<file path="src/rtl/instr_sequencer.sv">
// Four-state fetch/decode/execute sequencer: owns the program counter and
// drives memory strobes and register load enables for a small accumulator CPU.
module instr_sequencer #(
  parameter int AWIDTH = 5
) (
  input  logic              CLK,
  input  logic              RST_N,
  input  logic              HOLD,
  input  logic [2:0]        IR_OPCODE,
  input  logic [AWIDTH-1:0] IR_ADDR,
  input  logic              ACC_ZERO,
  output logic [AWIDTH-1:0] PC,
  output logic              ADDR_SEL,
  output logic              MEM_RD,
  output logic              MEM_WR,
  output logic              IR_EN,
  output logic              ACC_EN,
  output logic              HALTED
);

  localparam logic [1:0] S_FETCH  = 2'd0;
  localparam logic [1:0] S_DECODE = 2'd1;
  localparam logic [1:0] S_EXEC   = 2'd2;
  localparam logic [1:0] S_HALT   = 2'd3;

  localparam logic [2:0] OP_HLT = 3'b000;
  localparam logic [2:0] OP_SKZ = 3'b001;
  localparam logic [2:0] OP_ADD = 3'b010;
  localparam logic [2:0] OP_AND = 3'b011;
  localparam logic [2:0] OP_XOR = 3'b100;
  localparam logic [2:0] OP_LDA = 3'b101;
  localparam logic [2:0] OP_STO = 3'b110;
  localparam logic [2:0] OP_JMP = 3'b111;

  localparam logic [AWIDTH-1:0] PC_ONE = AWIDTH'(1);

  logic [1:0]        state_q, state_d;
  logic [AWIDTH-1:0] pc_q, pc_d;

  logic is_alu_ld;
  assign is_alu_ld = (IR_OPCODE == OP_ADD) || (IR_OPCODE == OP_AND) ||
                     (IR_OPCODE == OP_XOR) || (IR_OPCODE == OP_LDA);

  always_comb begin
    state_d = state_q;
    pc_d    = pc_q;
    case (state_q)
      S_FETCH:  state_d = S_DECODE;
      S_DECODE: begin
        pc_d    = pc_q + PC_ONE;
        state_d = (IR_OPCODE == OP_HLT) ? S_HALT : S_EXEC;
      end
      S_EXEC: begin
        state_d = S_FETCH;
        // ACC_ZERO only matters here, on the way out of an SKZ
        if (IR_OPCODE == OP_JMP)                pc_d = IR_ADDR;
        else if (IR_OPCODE == OP_SKZ && ACC_ZERO) pc_d = pc_q + PC_ONE;
      end
      S_HALT:   state_d = S_HALT;
      default:  state_d = S_FETCH;
    endcase
    if (HOLD) begin
      state_d = state_q;
      pc_d    = pc_q;
    end
  end

  always_ff @(posedge CLK) begin
    if (!RST_N) begin
      state_q <= S_FETCH;
      pc_q    <= '0;
    end else begin
      state_q <= state_d;
      pc_q    <= pc_d;
    end
  end

  logic addr_sel_raw, mem_rd_raw, mem_wr_raw, ir_en_raw, acc_en_raw;

  always_comb begin
    addr_sel_raw = 1'b0;
    mem_rd_raw   = 1'b0;
    mem_wr_raw   = 1'b0;
    ir_en_raw    = 1'b0;
    acc_en_raw   = 1'b0;
    case (state_q)
      S_FETCH: begin
        mem_rd_raw = 1'b1;
        ir_en_raw  = 1'b1;
      end
      S_EXEC: begin
        if (is_alu_ld) begin
          addr_sel_raw = 1'b1;
          mem_rd_raw   = 1'b1;
          acc_en_raw   = 1'b1;
        end else if (IR_OPCODE == OP_STO) begin
          addr_sel_raw = 1'b1;
          mem_wr_raw   = 1'b1;
        end
      end
      default: ;
    endcase
  end

  // Strobes are squashed during reset or hold; ADDR_SEL is left as decoded.
  logic strobe_ok;
  assign strobe_ok = RST_N && !HOLD;

  assign PC       = pc_q;
  assign ADDR_SEL = addr_sel_raw;
  assign MEM_RD   = mem_rd_raw && strobe_ok;
  assign MEM_WR   = mem_wr_raw && strobe_ok;
  assign IR_EN    = ir_en_raw  && strobe_ok;
  assign ACC_EN   = acc_en_raw && strobe_ok;
  assign HALTED   = (state_q == S_HALT) && RST_N;

endmodule

</file>
<file path="config.mk">
export PLATFORM = sky130hd
export DESIGN_NAME = instr_sequencer
export DESIGN_NICKNAME = d
export VERILOG_FILES = /design/src/rtl/instr_sequencer.sv
export SDC_FILE = /design/constraint.sdc
export NUM_CORES = 1
export LEC_CHECK = 0
export ABC_AREA = 1
export BUFFER_PORTS_ARGS = -buffer_cell sky130_fd_sc_hd__buf_2
export CAP_MARGIN = 25
export CORE_AREA = 2 2 39 41
export DETAILED_ROUTE_END_ITERATION = 8
export DIE_AREA = 0 0 41 43
export PLACE_DENSITY = 0.72
export SLEW_MARGIN = 20
export SYNTH_ARGS = -nofsm -noshare
export SYNTH_HDL_FRONTEND = slang
export SYNTH_SLANG_ARGS = --single-unit
</file>
<file path="constraint.sdc">
create_clock -name CLK -period 1.6 [get_ports CLK]
set_clock_uncertainty 0.1 [all_clocks]
set_input_delay 0.32 -clock CLK [delete_from_list [all_inputs] [get_ports CLK]]
set_output_delay 0.32 -clock CLK [all_outputs]
set_load 0.02 [all_outputs]
</file>
### Yosys cells after proc, flatten, opt, wreduce, memory -nomap -nowiden

Cells that the tools add are included.
W data, S select, Z words.

* memory bits (read-only): 0
* latch bits: 0
* RAM bits: 0
* memories kept: 0
* register bits: 7

* add/subtract/negate cells: 1
* equality and inequality tests: 11
* muxes and demuxes: 14
* shift operators: 0
* div/mod/pow operators: 0
* bitwise gates (word level): 1
* multipliers: 0
* reductions and logical operators: 15
* order comparisons: 0

Operator list (number)
* $eq A3 B3 Y1 const B: 4
* $mux W5: 2
* $pmux W5 S2: 1
* $mux W1: 9
* $pmux W2 S4: 1
* $logic_and A1 B1 Y1: 7
* $eq A3 B2 Y1 const B: 2
* $add A5 B1 Y5 const B: 1
* $eq A2 B2 Y1 const B: 2
* $eq A3 B1 Y1 const B: 1
* $logic_not A3 Y1: 1
* $logic_or A1 B1 Y1: 3
* $ne A3 B3 Y1 const B: 1
* $reduce_and A3 Y1: 1
* $eq A2 B1 Y1 const B: 1
* $logic_not A2 Y1: 1
* $pmux W1 S2: 1
* $reduce_bool A2 Y1: 1
* $logic_not A1 Y1: 1
* $not A1 Y1: 1

### Longest topological paths before layout

Gate-level depths: netlist of run 1.

* word-level depth: 7
* gate-level depth with buffers: 9

### Worst setup path before layout of run 1

OpenSTA, ideal clock, no wires.

* path kind: register to output
* from: reg state_q[0]
* to: out MEM_WR
* data arrival time: 1369 ps
* path buffers: 0
* path slack: -189 ps
* stages on the path, launching flop included: 5
* path through: dfxtp_1 > inv_1 > ha_1 > inv_1 > nor4_1

* word-level cells in the longest chain between the ends: 3

RTL lines
* start: declaration: line 37 `logic [1:0] state_q, state_d;`
* start signal: assignment: line 73 `state_q <= state_d;`
* $eq A2 B2 Y1: line 86 `case (state_q)`
* $mux W1: line 86
* $logic_and A1 B1 Y1: line 112 `assign MEM_WR = mem_wr_raw && strobe_ok;`
* end: declaration: line 15 `output logic MEM_WR,`

No other way between the ends.

### Final worst setup path of run 1

* from: reg state_q[1]
* to: out MEM_RD

* word-level cells in the longest chain between the ends: 3
* elaborated cells between the ends (all ways): 4
* classes of those cells: eq/ne: 1; mux: 1; reduce/logical: 2

RTL lines
* $eq A2 B2 Y1 / $logic_not A2 Y1 (equally long branches): line 86
* $pmux W1 S2 *: line 86
* $logic_and A1 B1 Y1 *: line 111 `assign MEM_RD = mem_rd_raw && strobe_ok;`
* end: declaration: line 14 `output logic MEM_RD,`

Mark *: on every way between the ends. The rest lies on a longest branch, timed or not.

==> results of run 1 <==
[registers in the layout, indices dropped and copies added, names as in the netlist]
name,cells
PC,5
state_q,2
[routing by layer]
metal	GRT usage, %	share of wire (%)
met1	23.0	39
met3	6.28	3.3
met4	8.00	3.5
met5	0	0
met2	38.1	54
[cell type report]
type	instances	area [um^2]
Clock buffer	4	26.3
Sequential cell	7	145
Fill cell	119	430
Timing Repair Buffer	32	216
Multi-Input combinational cell	76	473
Tap cell	16	20.0
Inverter	18	72.6
[where the power goes]
group | total, uW | switching [uW] | leakage, uW | internal [uW]
combinational | 177 | 102 | 0.000425 | 74.8
clock | 181 | 84.6 | 0.0000150 | 96.5
sequential | 200 | 14.1 | 0.0000584 | 186
total | 558 | 201 | 0.000498 | 357
[worst reg2reg max path: stages, from the launching register on]
cell and delay (ns):
dfxtp_2 0.33, inv_2 0.07, ha_4 0.16, buf_6 0.11
nand4_1 0.19, buf_4 0.20, nand2_1 0.05, nand2_1 0.06
nand2_1 0.06, nand2_1 0.04, nor2_1 0.07
[cells in the final DEF (no fill, tap or decap), types with 2 or more instances in the layout]
cell type   n
a21oi_1     3
buf_2      17
buf_4      10
buf_6       5
clkbuf_4    3
dfxtp_1     5
ha_1        2
ha_4        3
inv_1      14
inv_2       2
inv_4       2
nand2_1    28
nand2_2     2
nand3_1     6
nand4_1     2
nor2_1     15
nor2_4      3
o21ai_0     3
[metrics by stage]
step | hold slack (ns) | instance area (um^2) | total power [uW]
after floorplan | 0.375 | 591 | 286
after global placement | 0.448 | 746 | 333
after detailed placement | 0.455 | 746 | 336
after CTS | 0.226 | 850 | 528
after global routing | 0.259 | 953 | 588
final | 0.243 | 953 | 558
[timing repair]
item,CTS,global route
pin swaps,4,4
resized for setup,17,21
setup endpoints to repair,6,6
buffers inserted,4,2
cloned,0,0
[how the worst max path moves through the flow]
stage | endpoint | slack, ns
global route | MEM_RD | -0.09
CTS | MEM_RD | -0.06
floorplan | MEM_WR | 0.02
finish | MEM_RD | -0.06
detailed placement | MEM_WR | 0.05
global placement | MEM_WR | 0.10
[cells by family (layout without fill, tap and decap cells)]
kind of cell | count (synthesis) | in the layout | synth area share, %
AOI/OAI and AO/OA | 9 | 9 | 8.57
adders and majority gates | 5 | 5 | 10.7
buffers and inverters | 19 | 54 | 12.4
DFF | 7 | 7 | 24.0
and+or+nand+nor | 62 | 62 | 44.3
==> impl_results.md, run 1 <==
* Outcome: complete, but fails checks
* Failing checks: setup timing
* Syn Area/Cell at about 5.7 um^2
* Setup TNS at -0.0770 ns
* Hold Path Depth at 3
* Period utilization at 104%
* Die height at roughly 43 um
* Initial Util at a little over two fifths
* Chip width at about 41 um
* Slew headroom at between 70% and 80%
* Drt wl/cell at about 12 um
* DR pass1 iterations at 4
* Diode count at 0
* Max Cap Viol at 0
* Synth area leader: dfxtp_1
* Post-Layout Cell Count at roughly 150
* Std cell rows at 14
* Synth Warn # at 0
* R2R cell count at 10
* Die ar. at ~1800 um^2
* Layout cells sized above 1 at 38.7%
* Clk root buf: clkbuf_4
* CTS buffer count at 3
* Layout area overhead at 63.2%
* DRC viols at 0
* Largest net degree at the start of global routing at 9
* Maximum clock rate at just over 0.6 GHz
* Final WL at roughly 1800 um
* Core area at around 1400 um^2
* Setup WS post-layout at -0.0582 ns
* Mapped Area at between 500 and 600 um^2
* Post-synth ARST share at 0%
* Global-route wire length before repair at ~2600 um
* Vias per cell at 4.78
* Minimum clock period at 1.66 ns
* CTS Hold Buffers Added at 0
* Final Core Density at just under 70%
* Port Buffers at 22
* Reg-to-Reg Start: state_q[0]
* Hold Fails Final Rpt at 0
* Top Family by Delay on Critical Path: buffers and inverters
* Final setup vio count at 2
* Post-synth EDFFs at 0
* Pwr Density at 585 nW/um^2
* Number of DRC markers in iteration 0 at 14
* Cells after Synth at 102
* Number of global-route vias before repair at approximately 660
* GPL Wtd Cong at a little under 0.9
* CTS H-Tree Depth at 1
* Top cells by area, synth: dfxtp_1 (24%), nand2_1 (19%), inv_1 (12%)
* DP Worst Slack at between 0.05 and 0.06 ns
* Setup slack, reg-to-reg at roughly 0.09 ns
* Critical path buffer and inverter count at 4
* Clock-pin slew on the worst setup and hold paths at ~0.060 ns
* Hold_sp: HOLD
* Worst path depth at 6
* Critical Path RT at around 1.2 ns
* Reg2reg end: PC[0]
* CP most frequent cell: inv_4
* CTS sink cnt at 7
* Synth unique cells at 17
* Worst Tran Pin Value at 0.329 ns
* HP Class: in2reg
* WHS Endpoint: state_q[1]
* Boundary Pins at 23
* TritonCTS clock tree: yes
* Grt total ovfl at 0
* Initial antenna violation count at 0
* Tot GR Track Use at between 20% and 30%
* Most frequent cells after synthesis: nand2_1 (30), inv_1 (18), nor2_1 (18)
* Ys flop type: dfxtp_1
* CP peak stage delay at roughly 0.36 ns
* Startpoint types: flip-flop
* Net Count, Synth at roughly 120
* Sequential-to-total area share from yosys stat at between 20% and 30%
* Most frequent cell after synthesis: nand2_1
* Max-slew violations at 0
* RSZ-0062 raised after global routing: true
* Worst-path maximum fanout at 3
* Nets at 155
* Arrival @ worst endpoint at 1.24 ns
* Worst path slowest cell: dfxtp_4
* Seq cells post-synth at 7
* Inst Count DP at around 140
* Clk buf depth at 2
* Final ANT Viol Nets at 0
* Post-synth top area share at between 20% and 30%
* Worst path cell trace: buf_6 > inv_4 > ha_4 > inv_4 > a21oi_2 > buf_4
* HPWL after DPL at between 1000 and 1500 um
* Clk Latency, worst-skew pair at between 0.2 and 0.3 ns
* Setup CP Type: reg2out
* CP Capture Type: primary output
* Max VDD drop at between 0.4 and 0.5 mV
* Routed via count at 731
* Leak pwr at 0.000498 uW
* Critical path startpoint: state_q[1]
(Power assumes the default switching activity.)
==> inputs of run 2 (changes only) <==
--- a/config.mk
+++ b/config.mk
@@ -12,6 +12,7 @@
 export DETAILED_ROUTE_END_ITERATION = 8
 export DIE_AREA = 0 0 41 43
 export PLACE_DENSITY = 0.72
+export REMOVE_ABC_BUFFERS = 1
 export SLEW_MARGIN = 20
 export SYNTH_ARGS = -nofsm -noshare
 export SYNTH_HDL_FRONTEND = slang
==> constraint.sdc (replaced) <==
create_clock -name CLK -period 2.1 [get_ports CLK]
set_clock_uncertainty 0.1 [all_clocks]
set_input_delay 0.105 -clock CLK [delete_from_list [all_inputs] [get_ports CLK]]
set_output_delay 0.105 -clock CLK [all_outputs]
set_load 0.02 [all_outputs]
==> run 2 against run 1 <==
  * The run now ends clean
  * Global-route usage down 3.5 points
  * Sequential cell count unchanged
  * Sequential share of layout area grew 3.8 points
  * Sequential power decreased by 24%
  * Setup slack improved by 0.50 ns
  * Critical endpoint is now MEM_WR
==> impl_results.md, run 2 (synthesized netlist as in run 1, its figures left out) <==
* Worst Tran Pin Value at 0.265 ns (-0.0648 ns)
* Global-route wire length before repair at 2210 um (-15%)
* Vias per cell at 4.87 (+1.9%)
* Setup WS post-layout at 0.444 ns (+0.503 ns)
* CP most frequent cell: inv_1
* Arrival @ worst endpoint at 1.45 ns (+0.21 ns)
* Clk buf depth at 2 (unchanged)
* Reg2reg end: PC[2]
* R2R cell count at 6 (-4)
* Boundary Pins at 23 (unchanged)
* Period utilization at between 70 and 80%
* Critical path buffer and inverter count at 3 (-1)
* Top Family by Delay on Critical Path: buffers and inverters
* Final ANT Viol Nets at 0 (unchanged)
* Largest net degree at the start of global routing at 10 (+1)
* Reg-to-Reg Start: state_q[0]
* CTS Hold Buffers Added at 0 (unchanged)
* GPL Wtd Cong at 0.875 (+0.75%)
* Slew headroom at 82.3% (+4.3 points)
* WHS Endpoint: state_q[1]
* CP Capture Type: primary output
* Initial Util at 42.2% (unchanged)
* Number of global-route vias before repair at 566 (-15%)
* Max Cap Viol at 0 (unchanged)
* Max reg flops at 5 (unchanged)
* Grt total ovfl at 0 (unchanged)
* HP Class: in2reg
* Layout cells sized above 1 at 20.5% (-18 points)
* Drt wl/cell at 9.89 um (-16%)
* Worst-path maximum fanout at 5 (+2)
* Sw Pwr at 133 uW (-34%)
* Number of DRC markers in iteration 0 at 10 (-4)
* Fill count at 155 (+30%)
* Chip width at 41 um (unchanged)
* Setup Buffers After CTS at 0 (-4)
* Clk root buf: clkbuf_4
* Core area at 1380 um^2 (unchanged)
* Final WL at 1410 um (-22%)
* CTS H-Tree Depth at 1 (unchanged)
* Tot GR Track Use at 18.3% (-3.5 points)
* Outcome: finished, final reports clean
* Setup TNS at 0 ns (+0.0770 ns)
* Sw frac at 34.5% (-1.4 points)
* Post-CTS Resized at 0 (-17)
* Startpoint types: flip-flop
* DR pass1 iterations at 4 (unchanged)
* DRC viols at 0 (unchanged)
* Hold_sp: HOLD
* Post-DP Area at 709 um^2 (-4.9%)
* Port Buffers at 22 (unchanged)
* HPWL after DPL at 1130 um (+1.2%)
* Die ar. at 1760 um^2 (unchanged)
* Final Cell Area at 736 um^2 (-23%)
* CP peak stage delay at 0.34 ns (-0.02 ns)
* Final setup vio count at 0 (-2)
* Leak pwr at 0.000438 uW (-12%)
* Commonest non-fill, non-tap cell in the layout: nand2_1
* TritonCTS clock tree: yes
* Worst path slowest cell: dfxtp_1
* Layout area overhead at 25.9%
* Max VDD drop at 0.249 mV (-48%)
* Comb power frac at 24.9% (-6.8 points)
* Die height at 43 um (unchanged)
* Hold Path Depth at 3 (unchanged)
* Maximum clock rate at ~0.60 GHz
* Critical Path RT at 1.89 ns (+0.71 ns)
* Minimum clock period at approximately 1.7 ns
* Std cell rows at 14 (unchanged)
* Routed via count at 696 (-4.8%)
* Setup slack, reg-to-reg at 0.54 ns (+0.45 ns)
* Hold_ws at 0.0311 ns (-0.212 ns)
* CTS buffer count at 3 (unchanged)
* Nets at 145 (-6.5%)
* Max-slew violations at 0 (unchanged)
* Hold Fails Final Rpt at 0 (unchanged)
* Clk Latency, worst-skew pair at 0.26 ns (about the same)
* Pwr Density at 523 nW/um^2 (-11%)
* Worst path cell trace: inv_1 > ha_1 > inv_1 > nor4_1 > buf_2
* Most frequent cells in the layout: nand2_1 (30), buf_2 (22), inv_1 (18), nor2_1 (18)
* RSZ-0062 raised after global routing: false
* DP Worst Slack at 0.563 ns (+0.508 ns)
* Setup CP Type: reg2out
* Int Pwr at 252 uW (-29%)
* Final Core Density at 53.2% (-16 points)
* Diode count at 0 (unchanged)
* Initial antenna violation count at 0 (unchanged)
* CTS sink cnt at 7 (unchanged)
* Clock-pin slew on the worst setup and hold paths at 0.06 ns (about the same)
* Clock share of power at 35.4% (+2.9 points)
* Sequential power share at 39.8% (+3.9 points)
-- run 2: power groups by stage --
stage / Combinational [uW] / Clock (uW) / Sequential, uW
after floorplan: 52.5 / 0 / 163
after detailed placement: 95.8 / 0 / 156
final: 95.7 / 136 / 153
after CTS: 96.4 / 136 / 153
after global routing: 108 / 142 / 155
after global placement: 94.3 / 0 / 155
-- run 2: per-layer routing --
| layer | vias up | wire length [um] | global-route usage [%] |
|---|---|---|---|
| met2 | 11 | 712 | 30.0 |
| met5 | - | 0 | 0 |
| met3 | 4 | 46 | 3.14 |
| met4 | 0 | 25 | 10.0 |
| li1 | 365 | - | - |
| met1 | 316 | 629 | 21.0 |
-- run 2: worst max-delay path by stage --
| stage | start | endpoint | depth (start not counted) |
|---|---|---|---|
| 3_3_place_gp | state_q[0] | PC[2] | 6 |
| 2_1_floorplan | state_q[0] | MEM_WR | 4 |
| 5_1_grt | state_q[0] | MEM_WR | 5 |
| 3_5_place_dp | state_q[0] | PC[2] | 6 |
| 6_report | state_q[0] | MEM_WR | 5 |
| 4_1_cts | state_q[0] | MEM_WR | 5 |
-- run 2: worst reg2reg max path: cells and delay by family, from the launching register on --
kind	cells	cell delay, ns
AO/OA/AOI/OAI	1	0.13
adder cells (fa/ha/maj)	1	0.24
buffers and inverters	1	0.09
flip-flops	1	0.34
AND/OR/NAND/NOR	3	0.56
-- run 2: layout make-up --
type / count / area [um^2] / area share [%]
tap: 16 / 20.0 / 2.72
sequential: 7 / 140 / 19.0
inverter: 18 / 67.6 / 9.18
timing repair buffer: 22 / 110 / 15.0
clock buffer: 4 / 26.3 / 3.57
multi-input combinational: 76 / 372 / 50.5
-- run 2: metrics by stage --
step | instances | power, uW
4_1_cts | 143 | 386
6_report | 143 | 385
3_5_place_dp | 139 | 252
5_1_grt | 143 | 405
2_1_floorplan | 101 | 216
3_3_place_gp | 139 | 250
